[src/rtl/simon_display_driver.sv]
// Four-digit multiplexed seven-segment driver for the Simon game: mode letter,
// current pattern in hex, and a saturating BCD count of rounds played.
`timescale 1ns/1ps

module simon_display_driver #(
    parameter int unsigned REFRESH_DIV = 50000,
    parameter int unsigned BLINK_DIV   = 250
) (
    input  logic       clk,
    input  logic       rst,
    input  logic [3:0] pattern_leds,
    input  logic [2:0] mode_leds,
    output logic [6:0] seg,
    output logic [3:0] an,
    output logic       dp
);

    localparam int unsigned PW = (REFRESH_DIV > 2) ? $clog2(REFRESH_DIV) : 1;
    localparam int unsigned BW = (BLINK_DIV > 1) ? $clog2(BLINK_DIV) : 1;

    localparam logic [PW-1:0] PRESC_LAST = PW'(REFRESH_DIV - 1);
    localparam logic [BW-1:0] BLINK_LAST = BW'(BLINK_DIV - 1);

    localparam logic [2:0] MODE_INPUT    = 3'b100;
    localparam logic [2:0] MODE_PLAYBACK = 3'b010;
    localparam logic [2:0] MODE_REPEAT   = 3'b001;
    localparam logic [2:0] MODE_DONE     = 3'b111;

    localparam logic [6:0] SEG_OFF = 7'h7F;
    localparam logic [3:0] AN_OFF  = 4'hF;

    function automatic logic [6:0] hex_glyph(input logic [3:0] v);
        logic [6:0] g;
        case (v)
            4'h0: g = 7'b1000000;
            4'h1: g = 7'b1111001;
            4'h2: g = 7'b0100100;
            4'h3: g = 7'b0110000;
            4'h4: g = 7'b0011001;
            4'h5: g = 7'b0010010;
            4'h6: g = 7'b0000010;
            4'h7: g = 7'b1111000;
            4'h8: g = 7'b0000000;
            4'h9: g = 7'b0010000;
            4'hA: g = 7'b0001000;
            4'hB: g = 7'b0000011;
            4'hC: g = 7'b1000110;
            4'hD: g = 7'b0100001;
            4'hE: g = 7'b0000110;
            4'hF: g = 7'b0001110;
        endcase
        return g;
    endfunction

    function automatic logic [6:0] mode_glyph(input logic [2:0] m);
        logic [6:0] g;
        case (m)
            MODE_INPUT:    g = 7'b1111001;
            MODE_PLAYBACK: g = 7'b0001100;
            MODE_REPEAT:   g = 7'b0101111;
            MODE_DONE:     g = 7'b0100001;
            default:       g = 7'b0111111;
        endcase
        return g;
    endfunction

    logic [PW-1:0] presc_q, presc_d;
    logic [1:0]    idx_q, idx_d;
    logic [3:0]    ones_q, ones_d;
    logic [3:0]    tens_q, tens_d;
    logic [2:0]    prev_mode_q;
    logic [BW-1:0] blink_cnt_q, blink_cnt_d;
    logic          blink_phase_q, blink_phase_d;
    logic [6:0]    seg_q, seg_d;
    logic [3:0]    an_q, an_d;

    logic          tick;
    logic          mode_done;
    logic          play_entry;
    logic [6:0]    digit_glyph;

    always_comb begin
        // NOTE: every signal driven here gets a default first, so no path can infer a latch.
        presc_d       = presc_q + PW'(1);
        idx_d         = idx_q;
        ones_d        = ones_q;
        tens_d        = tens_q;
        blink_cnt_d   = blink_cnt_q;
        blink_phase_d = blink_phase_q;
        seg_d         = seg_q;
        an_d          = an_q;
        digit_glyph   = SEG_OFF;

        tick       = (presc_q == PRESC_LAST);
        mode_done  = (mode_leds == MODE_DONE);
        play_entry = (mode_leds == MODE_PLAYBACK) && (prev_mode_q != MODE_PLAYBACK);

        if (tick) begin
            presc_d = '0;
            idx_d   = idx_q + 2'd1;
        end

        case (idx_q)
            2'd3:    digit_glyph = mode_glyph(mode_leds);
            2'd2:    digit_glyph = hex_glyph(pattern_leds);
            2'd1:    digit_glyph = hex_glyph(tens_q);
            default: digit_glyph = hex_glyph(ones_q);
        endcase

        // The registered count is shown, so an entry landing on a tick appears one scan later.
        if (tick) begin
            seg_d = digit_glyph;
            an_d  = (blink_phase_q && mode_done) ? AN_OFF : ~(4'b0001 << idx_q);
        end

        if (play_entry && !(tens_q == 4'd9 && ones_q == 4'd9)) begin
            if (ones_q == 4'd9) begin
                ones_d = 4'd0;
                tens_d = tens_q + 4'd1;
            end else begin
                ones_d = ones_q + 4'd1;
            end
        end

        if (!mode_done) begin
            blink_cnt_d   = '0;
            blink_phase_d = 1'b0;
        end else if (tick) begin
            if (blink_cnt_q == BLINK_LAST) begin
                blink_cnt_d   = '0;
                blink_phase_d = ~blink_phase_q;
            end else begin
                blink_cnt_d = blink_cnt_q + BW'(1);
            end
        end
    end

    // NOTE: registers update with <= so every flop samples the same pre-edge values.
    always_ff @(posedge clk) begin
        if (rst) begin
            presc_q       <= '0;
            idx_q         <= 2'd0;
            ones_q        <= 4'd0;
            tens_q        <= 4'd0;
            prev_mode_q   <= 3'b000;
            blink_cnt_q   <= '0;
            blink_phase_q <= 1'b0;
            seg_q         <= SEG_OFF;
            an_q          <= AN_OFF;
        end else begin
            presc_q       <= presc_d;
            idx_q         <= idx_d;
            ones_q        <= ones_d;
            tens_q        <= tens_d;
            prev_mode_q   <= mode_leds;
            blink_cnt_q   <= blink_cnt_d;
            blink_phase_q <= blink_phase_d;
            seg_q         <= seg_d;
            an_q          <= an_d;
        end
    end

    assign seg = seg_q;
    assign an  = an_q;
    assign dp  = 1'b1;

endmodule
[config.mk]
export PLATFORM = sky130hd
export DESIGN_NAME = simon_display_driver
export DESIGN_NICKNAME = d
export VERILOG_FILES = /design/src/rtl/simon_display_driver.sv
export SDC_FILE = /design/constraint.sdc
export NUM_CORES = 1
export LEC_CHECK = 0
export CORE_MARGIN = 2
export CORE_UTILIZATION = 56
export CTS_BUF_LIST = sky130_fd_sc_hd__clkbuf_8
export CTS_CLUSTER_SIZE = 24
export DETAILED_ROUTE_END_ITERATION = 7
export GPL_ROUTABILITY_DRIVEN = 1
export PLACE_DENSITY = 0.79
export RECOVER_POWER = 25
export SETUP_SLACK_MARGIN = 0.2
export SYNTH_ARGS = -nofsm -noshare
export SYNTH_HDL_FRONTEND = slang
export SYNTH_SLANG_ARGS = --single-unit
[constraint.sdc]
create_clock -name clk -period 2.9 [get_ports clk]
set_input_delay 0.87 -clock clk [delete_from_list [all_inputs] [get_ports clk]]
set_output_delay 0.87 -clock clk [all_outputs]
set_load 0.05 [all_outputs]
== After elaboration in Yosys (flattened, before gate mapping) ==
Memory sizes are Yosys's and may differ from the RTL's. A register that Yosys moved wholly into a read port is not among the register bits.
Cells that the tools add are included.

* Memory bits (read-only): 336
* Flip-flop bits (word level): 49
* Memories: 3
* Bits of input ports: 9

{| class="wikitable"
|+ Memories
! name !! depth !! bits a word !! read ports !! clocked after Yosys merged registers in !! write ports !! RTL line !! text
|-
| (name not given) || 16 || 7 || 1 || 0 || 0 || 34 || <nowiki>case (v)</nowiki>
|-
| (name not given) || 16 || 7 || 1 || 1 || 0 || 34 ||
|-
| (name not given) || 16 || 7 || 1 || 1 || 0 || 34 ||
|}

* Reduce and logical (&&, ||, !) cells: 9
* Muxes and demuxes: 9
* Shifts and indexed selects: 1
* Add/sub/neg operators: 5
* Bitwise logic cells: 3
* Eq/ne operators: 12

{| class="wikitable"
|+ Operators with widths
! kind !! number
|-
| one-hot mux 7 bit (4 select lines) || 1
|-
| two-way mux 4 bit || 6
|-
| one-hot mux 7 bit (3 select lines) || 1
|-
| adder 16 x 1 -> 16 bit, second input constant || 1
|-
| equality test 16 bit, second input constant || 1
|-
| adder 4 x 1 -> 4 bit, second input constant || 2
|-
| adder 8 x 1 -> 8 bit, second input constant || 1
|-
| equality test 4 bit, second input constant || 2
|-
| equality test 8 bit, second input constant || 1
|-
| two-way mux 8 bit || 1
|-
| equality test 3 bit, second input constant || 2
|-
| equality test 2 bit, second input constant || 2
|-
| logical AND 1 bit || 4
|-
| inverter 4 bit || 1
|-
| AND reduction 2 bit || 2
|-
| OR reduction 2 bit || 2
|-
| left shift 1 x 2 -> 4 bit, first input constant || 1
|-
| equality test 3 x 1 -> 1 bit, second input constant || 1
|-
| equality test 3 x 2 -> 1 bit, second input constant || 1
|-
| inequality test 3 x 2 -> 1 bit, second input constant || 1
|-
| adder 2 x 1 -> 2 bit, second input constant || 1
|-
| equality test 2 x 1 -> 1 bit, second input constant || 1
|-
| inverter 1 bit || 2
|-
| zero test 1 bit || 1
|}

== Longest topological paths before layout ==
* Depth after elaboration: 7
* Gate-level depth with buffers: 13
* Mapped depth without buffers: 13

== Worst setup path after synthesis ==
OpenSTA, ideal clock, no wires.

* Path type: input to register
* From: in mode_leds[1]
* To: reg (tool-made name)
* Stages on the path: 9
* Library setup time: 120 ps
* Setup slack: -128 ps
* Arrival: 2909 ps
* Cell sequence: buf_2 -> nor3b_2 -> nand4_1 -> or2_2 -> a21oi_1 -> inv_1 -> ha_1 -> a32o_1 -> a211o_1

{| class="wikitable"
|+ RTL lines
! item !! RTL line !! text
|-
| from (decl) || 12 || <nowiki>input logic [2:0] mode_leds,</nowiki>
|}

==> results_dict.tcl <==
set metrics [dict create \
    finalSetupViolCount 0 \
    fin_setup_tns_ps 0 \
    crit_arrival_ps 2910 \
    slew_headroom_pct 48.0 \
    yosys.cell_types.count 59 \
    synth_edf_count 0 \
    n_fill_cell 454 \
    dieArea_um2 6870 \
    cts_sinks 63 \
    syn-num-nets 446 \
    yosys.cell_count.top_type "dfxtp_1" \
    r2r_setup_slack_ps 360 \
    cellPowerDensity_nw_per_um2 450 \
    via_per_inst 5.72 \
    power_frac_seq_pct 45.3 \
    coreArea_um2 5960 \
    netlist.area_leader.share_pct 36.2 \
    setup.worst_path.class "primary input to flop" \
    synth_top_area_cell "dfxtp_1" \
    rows 28 \
    grt.total_usage_pct 24.0 \
    worstSkewPairLatency_ps 350 \
    skew_ps 10.6 \
    vdd_drop_max_v 0.000323 \
    htreeDepth 3 \
    holdBufCountCts 0 \
    min_period_over_period_pct 90.8 \
    grt_pass1_wl_um 13500 \
    combinationalPowerShare_pct 6.4 \
    end_kind "flop" \
    drv_cap 0 \
    initial_core_util_pct 58.5 \
    num_io_pins 21 \
    crit_required_ps 3180 \
    cts_inserted_buffers 9 \
    synthTopCellsByCount "dfxtp_1 (63), nor2_1 (38), o21ai_0 (32)" \
    routed_wl_um 8180 \
    ant_nets 0 \
    worst_pin_slew_ps 781 \
    grt_max_degree 27 \
    clk_pin_slew_worst_paths_ps 70 \
    first_iter_violations 168 \
    min_path_type "flop to flop" \
    yosys_warnings 0 \
    grt_pass1_vias 2931 \
    hpwl_um 5730 \
    grt.overflow.total 0 \
    netSwitchingFraction_pct 23.1 \
    layout-drive-gt1-share_pct 18.0 \
    routedWlPerCell_um 15.1 \
    gp_congestion 0.937 \
    setup.worst_path.start_class "primary input" \
    internal_power_mw 1.50 \
    vias 3100 \
    period_needed_ps 2630 \
    multiInputGateArea_um2 2160 \
    clkPwrFrac_pct 48.3 \
    yosysSeqAreaShare_pct 36.2 \
    root_buffer "clkbuf_8" \
    synth-seq-cells 63 \
    dr.pass1.iters 6 \
    slew_violations 0 \
    drcViolationCount 0 \
    portBuffers 19 \
    antenna_cells 0 \
    cp_max_fo 14 \
    syn_area_per_cell_um2 8.56 \
    synthTopCellsByArea "dfxtp_1 (36%), ha_1 (11%), xor2_1 (4.8%)" \
    die_x_um 82.9 \
    clock_path_buffers 2 \
    synth_area_um2 3480 \
    die-height_um 82.9 \
    final-seq-area_um2 1260 \
    synth_cells 407 \
    p_leak_nw 1.69 \
    switchingPower_uw 452 \
    synthArstFlopShare_pct 0 \
    fin_nets 501 \
    antenna_found_initial 0 \
    areaGrowthSynthToFinish_pct 24.6 \
    fmax_mhz 380 \
    final_hold_viol_count 0 \
    status "finished, final reports clean" \
    tritoncts "built" \
    yosys_most_used_dff "dfxtp_1" \
    rsz0062_at_grt "no" \
    whs_ps 472 \
]
## what timing repair did
item	in CTS	in global routing
pin swaps	5	7
gates resized for setup	7	9
buffers inserted	2	2
gates cloned	0	0
setup endpoints to repair	14	13
## kinds of logic after synthesis
logic type / count (synthesis) / synth area share [%]
simple gates: 141 / 22.2
fa+ha+maj: 30 / 10.8
compound gates: 97 / 17.1
mux: 8 / 2.33
flops: 63 / 36.2
xor+xnor: 27 / 6.79
buf+inv: 40 / 4.60
other cells: 1 / 0.108
## path summary, 6_finish.rpt
kind	start	to	cells past startpoint
setup / recovery	rst	flop	9
hold / removal	seg[3]	seg[3]	2
setup reg to reg	ones_q[0]	flop	10
hold reg to reg	seg[3]	seg[3]	2
## stage by stage
stage | total power [mW] | util (%) | area (um2) | instances | setup slack (ps)
after detailed placement | 1.02 | 68.2 | 4060 | 522 | -391
after floorplan | 0.981 | - | 3570 | 407 | 171
final | 1.95 | 72.9 | 4340 | 542 | 267
after CTS | 1.95 | 72.7 | 4330 | 540 | 219
after global placement | 1.02 | 68.2 | 4060 | 522 | -315
after global routing | 2.01 | 72.9 | 4340 | 542 | 59.7
## final cells by class
cell class                      instances  share of cell area [%]
Clock inverter                          7                    2.77
Multi-Input combinational cell        304                    49.9
Timing Repair Buffer                   61                    11.3
Clock buffer                            9                    2.85
Sequential cell                        63                    29.0
Inverter                               23                    1.99
Tap cell                               75                    2.16
## layout by cell type, fill, tap and decap left out, types with 5 or more instances in the layout
cell	count
xnor2_1	7
buf_4	40
nand2_1	20
ha_1	27
clkdlybuf4s50_1	16
mux2i_1	7
dfxtp_1	63
xor2_1	18
a31oi_1	6
a21oi_1	26
clkbuf_8	9
nor2_1	37
or3_1	5
o21ai_0	31
and3_1	6
nand3_1	17
nor2b_1	8
nand4_1	9
nand2b_1	9
o22ai_1	5
inv_1	22
## power by group through the flow
stage	logic, mW	clock network (mW)	registers [mW]
floorplan	0.0784	0	0.902
global placement	0.115	0	0.904
detailed placement	0.118	0	0.905
CTS	0.121	0.946	0.885
global route	0.135	0.987	0.886
finish	0.124	0.945	0.885
## worst max-delay path, stage by stage
cell and delay [ps]:
clkdlybuf4s50_1 450, clkbuf_1 590, nor2b_2 150, inv_1 160, ha_2 200, inv_1 60, o211ai_1 160, o311ai_1 110
o21ai_0 170
## metal layers
metal	wire, um	vias up	global-route usage [%]	part of all wire [%]
met5	0	-	0	0
met4	176	0	8.35	2.2
met3	430	18	6.46	5.3
met2	3910	92	40.4	48
met1	3670	1434	29.5	45
li1	-	1556	-	-
No activity file was read; power rests on OpenSTA's default activity.
